## config.mk

```make
export PLATFORM = sky130hd
export DESIGN_NAME = core_sequencer_flat
export DESIGN_NICKNAME = d
export VERILOG_FILES = /design/src/rtl/core_sequencer_pkg.sv /design/src/rtl/core_sequencer_if.sv /design/src/rtl/core_sequencer_sqrt_interlock.sv /design/src/rtl/core_sequencer.sv /design/src/flat_wrapper.sv
export SDC_FILE = /design/constraint.sdc
export NUM_CORES = 1
export LEC_CHECK = 0
export ABC_AREA = 1
export BUFFER_PORTS_ARGS = -buffer_cell sky130_fd_sc_hd__buf_4
export CAP_MARGIN = 20
export CORE_MARGIN = 10
export CORE_UTILIZATION = 60
export DETAILED_ROUTE_END_ITERATION = 6
export GPL_TIMING_DRIVEN = 1
export PLACE_DENSITY = 0.77
export SYNTH_ARGS = -nofsm -noshare
export SYNTH_HDL_FRONTEND = slang
export SYNTH_SLANG_ARGS = --single-unit
```

## constraint.sdc

```tcl
create_clock -name clk -period 4.2 [get_ports clk]
set_input_delay 0.21 -clock clk [delete_from_list [all_inputs] [get_ports clk]]
set_output_delay 0.21 -clock clk [all_outputs]
set_load 0.02 [all_outputs]
```

## src/rtl/core_sequencer_pkg.sv

```systemverilog
// ============================================================================
// Module  : core_pkg
// Brief   : Opcode field constants, decode classes and FSM state encoding
//           shared by the core sequencer files.
// Revision: 1.0 - initial release
// ============================================================================
`default_nettype none

package core_pkg;

    localparam int OPCODE_W = 16;

    localparam logic [1:0] CLS_LOAD  = 2'b00;
    localparam logic [1:0] CLS_ALU2  = 2'b01;
    localparam logic [1:0] CLS_ALU1  = 2'b10;
    localparam logic [1:0] CLS_MISC  = 2'b11;
    localparam logic [1:0] ALU1_SQRT = 2'b11;

    localparam int BIT_SQRT_READ = 11;
    localparam int BIT_STORE     = 8;
    localparam int BIT_END       = 7;

    typedef enum logic [0:0] {
        ST_IDLE = 1'b0,
        ST_RUN  = 1'b1
    } state_e;

    typedef enum logic [1:0] {
        OP_NORMAL     = 2'd0,
        OP_SQRT_START = 2'd1,
        OP_SQRT_READ  = 2'd2,
        OP_END        = 2'd3
    } op_class_e;

    // A store-class MISC word (bit 8 set) is never treated as END.
    function automatic op_class_e decode_op(input logic [OPCODE_W-1:0] w);
        op_class_e cls;
        cls = OP_NORMAL;
        if (w[15:14] == CLS_ALU1 && w[13:12] == ALU1_SQRT) begin
            cls = w[BIT_SQRT_READ] ? OP_SQRT_READ : OP_SQRT_START;
        end else if (w[15:14] == CLS_MISC && !w[BIT_STORE] && w[BIT_END]) begin
            cls = OP_END;
        end
        return cls;
    endfunction

endpackage

`default_nettype wire

```

## src/rtl/core_sequencer_if.sv

```systemverilog
// ============================================================================
// Module  : core_sequencer_if
// Brief   : Program-load, control and core broadcast signals of the sequencer.
// Revision: 1.0 - initial release
// ============================================================================
`default_nettype none

interface core_sequencer_if #(
    parameter int PROG_DEPTH = 32
) ();
    localparam int AW = $clog2(PROG_DEPTH);

    logic          prog_we;
    logic [AW-1:0] prog_addr;
    logic [15:0]   prog_data;
    logic          start;
    logic          busy;
    logic          done;
    logic [15:0]   opcode;
    logic          execute;
    logic [AW-1:0] pc;

    modport master (
        output prog_we, prog_addr, prog_data, start,
        input  busy, done, opcode, execute, pc
    );

    modport slave (
        input  prog_we, prog_addr, prog_data, start,
        output busy, done, opcode, execute, pc
    );
endinterface

`default_nettype wire

```

## src/rtl/core_sequencer_sqrt_interlock.sv

```systemverilog
// ============================================================================
// Module  : sqrt_interlock
// Brief   : Down-counter guarding sqrt reads until the sqrt pipe has drained.
// Revision: 1.0 - initial release
// ============================================================================
`default_nettype none

module sqrt_interlock #(
    parameter int LATENCY = 8
) (
    input  logic clk,
    input  logic rst_n,
    input  logic load_i,
    output logic ready_o
);
    logic [7:0] cnt_q;
    logic [7:0] cnt_d;

    // Reload wins over decrement so back-to-back sqrt starts restart the wait.
    always_comb begin
        cnt_d = cnt_q;
        if (load_i) begin
            cnt_d = 8'(LATENCY);
        end else if (cnt_q != 8'd0) begin
            cnt_d = cnt_q - 8'd1;
        end
    end

    always_ff @(posedge clk or negedge rst_n) begin
        if (!rst_n) begin
            cnt_q <= 8'd0;
        end else begin
            cnt_q <= cnt_d;
        end
    end

    assign ready_o = (cnt_q == 8'd0);

endmodule

`default_nettype wire

```

## src/rtl/core_sequencer.sv

```systemverilog
// ============================================================================
// Module  : core_sequencer
// Brief   : Instruction store plus lock-step opcode broadcaster with sqrt
//           interlock and END / address-wrap termination.
// Revision: 1.0 - initial release
// ============================================================================
`default_nettype none

module core_sequencer
    import core_pkg::*;
#(
    parameter int PROG_DEPTH   = 32,
    parameter int SQRT_LATENCY = 8
) (
    input  logic                 clk,
    input  logic                 rst_n,
    core_sequencer_if.slave      bus
);
    localparam int            AW      = $clog2(PROG_DEPTH);
    localparam logic [AW-1:0] PC_LAST = AW'(PROG_DEPTH - 1);

    logic [15:0]   mem_q [PROG_DEPTH];

    state_e        state_q,   state_d;
    logic [AW-1:0] pc_q,      pc_d;
    logic [15:0]   opcode_q,  opcode_d;
    logic          execute_q, execute_d;
    logic          busy_q,    busy_d;
    logic          done_q,    done_d;
    logic          wrap_q,    wrap_d;

    logic [15:0]   fetch_w;
    op_class_e     fetch_cls;
    logic          sqrt_load;
    logic          sqrt_ready;
    logic          busy_out;

    assign fetch_w   = mem_q[pc_q];
    assign fetch_cls = decode_op(fetch_w);

    // busy_q drops together with the done pulse; the output covers the done cycle.
    assign busy_out  = busy_q | done_q;

    sqrt_interlock #(
        .LATENCY (SQRT_LATENCY)
    ) u_sqrt_interlock (
        .clk     (clk),
        .rst_n   (rst_n),
        .load_i  (sqrt_load),
        .ready_o (sqrt_ready)
    );

    always_ff @(posedge clk) begin
        if (bus.prog_we && state_q == ST_IDLE && !busy_out) begin
            mem_q[bus.prog_addr] <= bus.prog_data;
        end
    end

    always_comb begin
        state_d   = state_q;
        pc_d      = pc_q;
        opcode_d  = opcode_q;
        execute_d = 1'b0;
        busy_d    = busy_q;
        done_d    = 1'b0;
        wrap_d    = 1'b0;
        sqrt_load = 1'b0;

        unique case (state_q)
            ST_IDLE: begin
                if (bus.start && !done_q) begin
                    state_d = ST_RUN;
                    pc_d    = '0;
                    busy_d  = 1'b1;
                end
            end
            ST_RUN: begin
                // wrap_q marks that the last store word issued on the previous cycle.
                if (wrap_q || fetch_cls == OP_END) begin
                    state_d = ST_IDLE;
                    done_d  = 1'b1;
                    busy_d  = 1'b0;
                end else if (fetch_cls == OP_SQRT_READ && !sqrt_ready) begin
                    pc_d = pc_q;
                end else begin
                    opcode_d  = fetch_w;
                    execute_d = 1'b1;
                    pc_d      = pc_q + AW'(1);
                    sqrt_load = (fetch_cls == OP_SQRT_START);
                    wrap_d    = (pc_q == PC_LAST);
                end
            end
            default: begin
                state_d = ST_IDLE;
            end
        endcase
    end

    always_ff @(posedge clk or negedge rst_n) begin
        if (!rst_n) begin
            state_q   <= ST_IDLE;
            pc_q      <= '0;
            opcode_q  <= 16'h0000;
            execute_q <= 1'b0;
            busy_q    <= 1'b0;
            done_q    <= 1'b0;
            wrap_q    <= 1'b0;
        end else begin
            state_q   <= state_d;
            pc_q      <= pc_d;
            opcode_q  <= opcode_d;
            execute_q <= execute_d;
            busy_q    <= busy_d;
            done_q    <= done_d;
            wrap_q    <= wrap_d;
        end
    end

    assign bus.busy    = busy_out;
    assign bus.done    = done_q;
    assign bus.opcode  = opcode_q;
    assign bus.execute = execute_q;
    assign bus.pc      = pc_q;

endmodule

`default_nettype wire
```

## src/flat_wrapper.sv

```systemverilog
// flat-port wrapper written by rule: the top's interface ports become plain ports
module core_sequencer_flat import core_pkg::*;
#(
    parameter int PROG_DEPTH   = 32,
    parameter int SQRT_LATENCY = 8
)
  (clk, rst_n, bus_prog_we, bus_prog_addr, bus_prog_data, bus_start, bus_busy, bus_done, bus_opcode, bus_execute, bus_pc);
  core_sequencer_if #(.PROG_DEPTH(PROG_DEPTH)) bus_i ();
  input  logic clk;
  input  logic rst_n;
  input wire logic [$bits(bus_i.prog_we)-1:0] bus_prog_we;
  input wire logic [$bits(bus_i.prog_addr)-1:0] bus_prog_addr;
  input wire logic [$bits(bus_i.prog_data)-1:0] bus_prog_data;
  input wire logic [$bits(bus_i.start)-1:0] bus_start;
  output wire logic [$bits(bus_i.busy)-1:0] bus_busy;
  output wire logic [$bits(bus_i.done)-1:0] bus_done;
  output wire logic [$bits(bus_i.opcode)-1:0] bus_opcode;
  output wire logic [$bits(bus_i.execute)-1:0] bus_execute;
  output wire logic [$bits(bus_i.pc)-1:0] bus_pc;
  assign bus_i.prog_we = bus_prog_we;
  assign bus_i.prog_addr = bus_prog_addr;
  assign bus_i.prog_data = bus_prog_data;
  assign bus_i.start = bus_start;
  assign bus_busy = bus_i.busy;
  assign bus_done = bus_i.done;
  assign bus_opcode = bus_i.opcode;
  assign bus_execute = bus_i.execute;
  assign bus_pc = bus_i.pc;
  core_sequencer #(.PROG_DEPTH(PROG_DEPTH), .SQRT_LATENCY(SQRT_LATENCY)) u_core (.clk(clk), .rst_n(rst_n), .bus(bus_i));
endmodule
```

# Word-level counts from Yosys, hierarchy flattened
# Memory sizes are Yosys's and may differ from the RTL's.
# Index checks and enable logic that the tools add are counted.
[word_totals]
out_inout_bits = 24
regBits = 34
mem_bits_rw = 512
input_bits = 25
word_cells = 72
mem_count = 1
[mem_list]
columns = ["name", "depth", "word_bits", "rd", "rd_ports_with_merged_regs", "wr", "line", "rtl"]
rows = [
  ["u_core.mem_q", 32, 16, 1, 0, 1, "core_sequencer.sv:22", "logic [15:0] mem_q [PROG_DEPTH];"],
]
[classes]
muxes = 28
n_eq_ne = 11
n_reduce_logical = 18
bitwise_logic = 4
add_sub_neg = 2
[ops]
columns = ["operator", "count"]
rows = [
  ["$mux 1", 17],
  ["$mux 8", 2],
  ["$mux 5", 3],
  ["$eq 2x2->1 const B", 5],
  ["$pmux 5 s2", 1],
  ["$logic_not 8->1", 1],
  ["$ne 2x2->1 const B", 4],
  ["$reduce_bool 8->1", 1],
  ["$sub 8x1->8 const B", 1],
  ["$logic_and 1x1->1", 7],
  ["$mux 2", 3],
  ["$reduce_and 3->1", 2],
  ["$add 5x1->5 const B", 1],
  ["$eq 5x5->1 const B", 1],
  ["$logic_not 1->1", 4],
  ["$pmux 1 s2", 2],
  ["$not 1->1", 3],
  ["$eq 2x1->1 const B", 1],
  ["$reduce_and 2->1", 1],
  ["$reduce_bool 2->1", 1],
  ["$logic_or 1x1->1", 1],
  ["$or 1x1->1", 1],
]

# Logic depth before layout (Yosys ltp)
# An unclocked memory read counts as a cell.
[depth]
depth_word = 12
ltp_mapped = 19
mapped_depth_nobuf = 16

# Modules after synthesis
# A second synthesis with hierarchy kept.
[unflattened]
cells_unflattened = 1782
area_unflattened_um2 = 22041.1
[by_module_without_submodules]
columns = ["mod", "cells_per_inst", "n_inst", "area_each_um2", "seq_area_each_um2"]
rows = [
  ["core_sequencer", 1715, 1, 21543.2, 16025.4],
  ["sqrt_interlock", 67, 1, 498.0, 200.2],
]

# Worst setup path after synthesis
# No wires, ideal clock.
[synth_path]
path_type = "register -> register"
start = "register u_core.done_q, in the netlist u_core.bus.done"
end = "memory u_core.mem_q[0][0], enable pin"
slack_ns = 1.817
period_less_slack_ns = 2.383
t_arrival_ns = 1.995
n_path_buf = 0
required_time_ns = 3.812
stages_incl_launch_ff = 5
setup_time_ns = 0.388
cell_sequence = "dfrtp_1 or2_2 nor2_1 nand3_1 nor2_1"
[synth_between]
elab_chain_len = 5
[synth_lines]
columns = ["element", "line", "rtl"]
rows = [
  ["start: declaration", "core_sequencer.sv:29", "logic done_q, done_d;"],
  ["start signal: assignment", "core_sequencer.sv:114", "done_q <= done_d;"],
  ["$or 1x1->1", "core_sequencer.sv:42", "assign busy_out = busy_q | done_q;"],
  ["named net bus_busy", "flat_wrapper.sv:15", "output wire logic [$bits(bus_i.busy)-1:0] bus_busy;"],
  ["$logic_not 1->1", "core_sequencer.sv:54", "if (bus.prog_we && state_q == ST_IDLE && !busy_out) begin"],
  ["$logic_and 1x1->1", "core_sequencer.sv:54", ""],
  ["$mux 1", "core_sequencer.sv:54", ""],
  ["$mux 1 (not written as such)", "core_sequencer.sv:55", "mem_q[bus.prog_addr] <= bus.prog_data;"],
  ["end: declaration", "core_sequencer.sv:22", ""],
]
# The timed path passes the listed nets, and every way through them passes these cells.

# Final worst setup path
[layout_path]
start = "register u_core.pc_q[0], in the netlist u_core.bus.pc[0]"
end = "register u_core.u_sqrt_interlock.cnt_q[0]"
[layout_between]
elab_chain_len = 12
word_cells_on_any_way = 21
cone_classes = "eq/ne: 6; mux: 7; reduce/logical: 7; memory: 1"
[layout_lines]
columns = ["element", "line", "rtl"]
rows = [
  ["start: declaration", "core_sequencer.sv:25", "logic [AW-1:0] pc_q, pc_d;"],
  ["start signal: assignment", "core_sequencer.sv:110", "pc_q <= pc_d;"],
  ["$mem_v2 32x16 *", "n/a", ""],
  ["$eq 2x2->1 or $logic_not 1->1 (tied branches)", "core_sequencer_pkg.sv:41", "end else if (w[15:14] == CLS_MISC && !w[BIT_STORE] && w[BIT_END]) begin"],
  ["$logic_and 1x1->1 (2 in series)", "core_sequencer_pkg.sv:41", ""],
  ["$mux 2", "core_sequencer_pkg.sv:41", ""],
  ["$mux 2 *", "core_sequencer_pkg.sv:39", "if (w[15:14] == CLS_ALU1 && w[13:12] == ALU1_SQRT) begin"],
  ["$eq 2x2->1", "core_sequencer.sv:83", "end else if (fetch_cls == OP_SQRT_READ && !sqrt_ready) begin"],
  ["$logic_and 1x1->1", "core_sequencer.sv:83", ""],
  ["$mux 1", "core_sequencer.sv:83", ""],
  ["$mux 1 *", "core_sequencer.sv:79", "if (wrap_q || fetch_cls == OP_END) begin"],
  ["$mux 1 *", "core_sequencer.sv:69", "unique case (state_q)"],
  ["$mux 8 or $reduce_bool 2->1 (tied branches)", "n/a", ""],
  ["end signal: assignment", "core_sequencer_sqrt_interlock.sv:33", "cnt_q <= cnt_d;"],
  ["end: declaration", "core_sequencer_sqrt_interlock.sv:16", "logic [7:0] cnt_q;"],
]
# Mark *: on every way between the ends. The rest lies on a longest branch, timed or not.
# A chain may end at the register's enable or synchronous reset.

==> metrics <==
die area 46140 um^2; Placer Congestion 0.8946; Crit Path Max Fanout 249; vias per cell 6.034; Yosys cell types 35; most common cell after layout, fill and taps aside edfxtp_1; vias about 15000; Worst-path clk slew 0.06 ns; FF+latch area 16230 um^2; Max VDD drop 733.1 uV; Syn Inst Count 1936; critical path class reg -> reg; Slew @ Worst Pin about 1.4 ns; crit path DAT 4.14 ns; wire per inst approximately 23 um; Pwr per Cell Area about 650 nW/um^2; pre-CTS setup slack 0.8112 ns; cell-internal power 10.60 mW; area share of the largest cell type after synthesis 0.6752; die width between 200 and 250 um; CP Cell Sequence buf_12 > nand2_1 > nand3_1 > nand3_1 > nand3_1 > nand3_1 > nand2_1 > nand2_1 > nor2_1 > nand4_1 > o21ai_1 > inv_1; initial antenna violation count 1; Leakage 9.492 nW; Synth area leader edfxtp_1; Mapped Nets 1965; largest net degree at the start of global routing between 200 and 300; # diodes 0; sequential-to-total area share from yosys stat 0.7126; H-tree levels 2; Switching Power 5.771 mW; vias in the first global route 14820; most frequent cells in the layout 512 x edfxtp_1, 381 x nand2_1, 216 x nand3_1; Clk pwr share 0.299; DPL Wire Length around 31000 um; Max-Slew Margin vs Limit 0.04080; CTS Buf Count 54; clock sink count between 500 and 600; Nets 2003; Slowest-stage cell, CP dfrtp_4; status finished, final reports clean; fmax 272.6 MHz; Setup Viol. Count Final 0; CTS tree done; area of the mapped netlist between 20000 and 25000 um^2; MaxCap Viol Count 0; # DRC 0; part of the power in combinational logic 0.310; P&R area growth vs syn 11.37%; post-CTS setup buffer count 0; Final Critical Period ~3.7 ns; Starting Density 0.6060; initial DRC count 1992; antenna viol nets, final 0; clock tree buffer depth 3; worst hold path class in -> reg; Pre-Repair DR Iteration Count 7; clk_lat worst skew between 0.5 and 0.6 ns; fillers ~2600; layout cell share with drive strength beyond 1 0.1031; Placeable Area between 30000 and 40000 um^2; Routed WL roughly 57000 um; Rows 71; switching share of total power 0.3525; Worst path most repeated cell nand3_1; Total Routing Usage GR 0.2443; clock root buffer clkbuf_16; RSZ-0062 raised after global routing false; top cells by area, synth edfxtp_1 68%, nand2_1 6.3%, nand3_1 4.7%, dfrtp_1 3.7%, nor2_1 3.3%; Fin Setup TNS 0 ns; die height 214.8 um; first-pass GRT wire length 87490 um; fin worst setup slack roughly 0.53 ns; Port Buffer Count 48; Tcrit/Tclk final 0.8735; Synth Warn # 0; multi-input logic area ~5300 um^2; required time worst endpoint 4.67 ns; Overflow after GRT 0; part of the power in registers 0.391; I/O pin count 49; CP Launch Type flip-flop; Yosys reg bits 546; Largest stage delay, worst path 0.70 ns; crit end category flip-flop; Avg Inst Size Synth about 12 um^2; pins over their slew limit 0; Final Hold Viols 0; clk_skew 0.01852 ns
==> metrics by stage <==
stage | area (um^2) | utilization | power, mW | hold slack (ns) | std cells
floorplan | 22770 | - | 10.10 | -0.08559 | 1936
finish | 25360 | 0.6749 | 16.37 | 0.04653 | 2528
detailed placement | 23530 | 0.6263 | 11.46 | 0.1877 | 2428
global route | 25360 | 0.6749 | 17.14 | 0.04783 | 2528
CTS | 25360 | 0.6749 | 16.34 | 0.03991 | 2528
global placement | 23530 | 0.6263 | 11.30 | 0.1867 | 2428
==> routing by layer <==
layer	GRT usage	part of all wire	vias up
met5	0	0	-
met4	0.1087	0.038	0
met3	0.04649	0.099	123
met2	0.3875	0.47	822
met1	0.3243	0.39	7469
li1	-	-	6839
==> state kept, by name, summed over array words and instances (netlist names) <==
signal / flops
u_core.wrap_q: 1
u_core.bus.done: 1
u_core.bus.pc: 5
u_core.bus.execute: 1
u_core.bus.opcode: 16
u_core.busy_q: 1
u_core.u_sqrt_interlock.cnt_q: 8
u_core.mem_q: 512
u_core.state_q: 1
==> power groups by stage <==
stage                     clock network [mW]  logic, mW  registers [mW]
after global routing                    5.17       5.55            6.41
after CTS                               4.93       5.02            6.39
after floorplan                            0       3.63            6.47
after global placement                     0       4.80            6.49
final                                   4.90       5.08            6.39
after detailed placement                   0       4.97            6.50
==> worst max-delay path: cells and delay by family, from the launching register on <==
kind	cells	cell delay, ns
simple gates	9	1.45
compound gates	1	0.21
flops	1	0.70
buf+inv	2	0.61
==> synthesized netlist by cell type <==
| cell | count |
|---|---|
| a31oi_1 | 6 |
| or2_1 | 15 |
| nor3b_1 | 1 |
| o21ai_1 | 4 |
| nor4_1 | 1 |
| nand2_1 | 381 |
| buf_1 | 5 |
| nor3_1 | 3 |
| dfrtp_1 | 34 |
| inv_1 | 166 |
| xnor2_1 | 2 |
| or2_2 | 9 |
| buf_4 | 12 |
| buf_6 | 20 |
| o21ai_0 | 146 |
| nor2_4 | 1 |
| o22ai_1 | 11 |
| nand2_2 | 2 |
| nand3_2 | 2 |
| o211ai_1 | 19 |
| ha_1 | 4 |
| clkbuf_1 | 39 |
| inv_2 | 2 |
| edfxtp_1 | 512 |
| nand3_4 | 1 |
| nand3_1 | 216 |
| o221ai_1 | 61 |
| nand4_1 | 1 |
| o211ai_2 | 2 |
| inv_4 | 1 |
| a31o_2 | 1 |
| and3_1 | 6 |
| a21oi_1 | 7 |
| buf_2 | 40 |
| nor2_1 | 203 |
==> worst paths after layout <==
path | slack [ns] | startpoint | depth (start not counted) | end
setup / recovery | 0.53 | u_core.bus.pc[0] | 12 | u_core.u_sqrt_interlock.cnt_q[0]
hold / removal | 0.05 | bus_prog_data[8] | 1 | u_core.mem_q[12][8]
setup reg to reg | 0.53 | u_core.bus.pc[0] | 12 | u_core.u_sqrt_interlock.cnt_q[0]
hold reg to reg | 0.49 | u_core.bus.opcode[4] | 2 | u_core.bus.opcode[4]
max in group asynchronous | 3.68 | rst_n | 2 | u_core.bus.pc[1]
min in group asynchronous | 0.14 | rst_n | 2 | u_core.u_sqrt_interlock.cnt_q[3]
==> final cells by class <==
class | count | area share
multi-input cells | 1105 | 0.2071
clock buffers | 79 | 0.06187
repair buffers | 98 | 0.03059
inverters | 169 | 0.02531
clock inverters | 20 | 0.009769
flip-flops and latches | 546 | 0.6401
well taps | 511 | 0.02521
==> what timing repair did <==
action	CTS	global route
hold buffers	1	0
gates resized for setup	0	0
hold endpoints to repair	34	0
==> cell families after synthesis <==
family          share of synthesized area
compound gates                    0.07039
xor+xnor                        0.0007694
fa+ha+maj                        0.002198
buf+inv                           0.05786
flops                              0.7126
simple gates                       0.1562
Power figures use the tool's default switching activity.
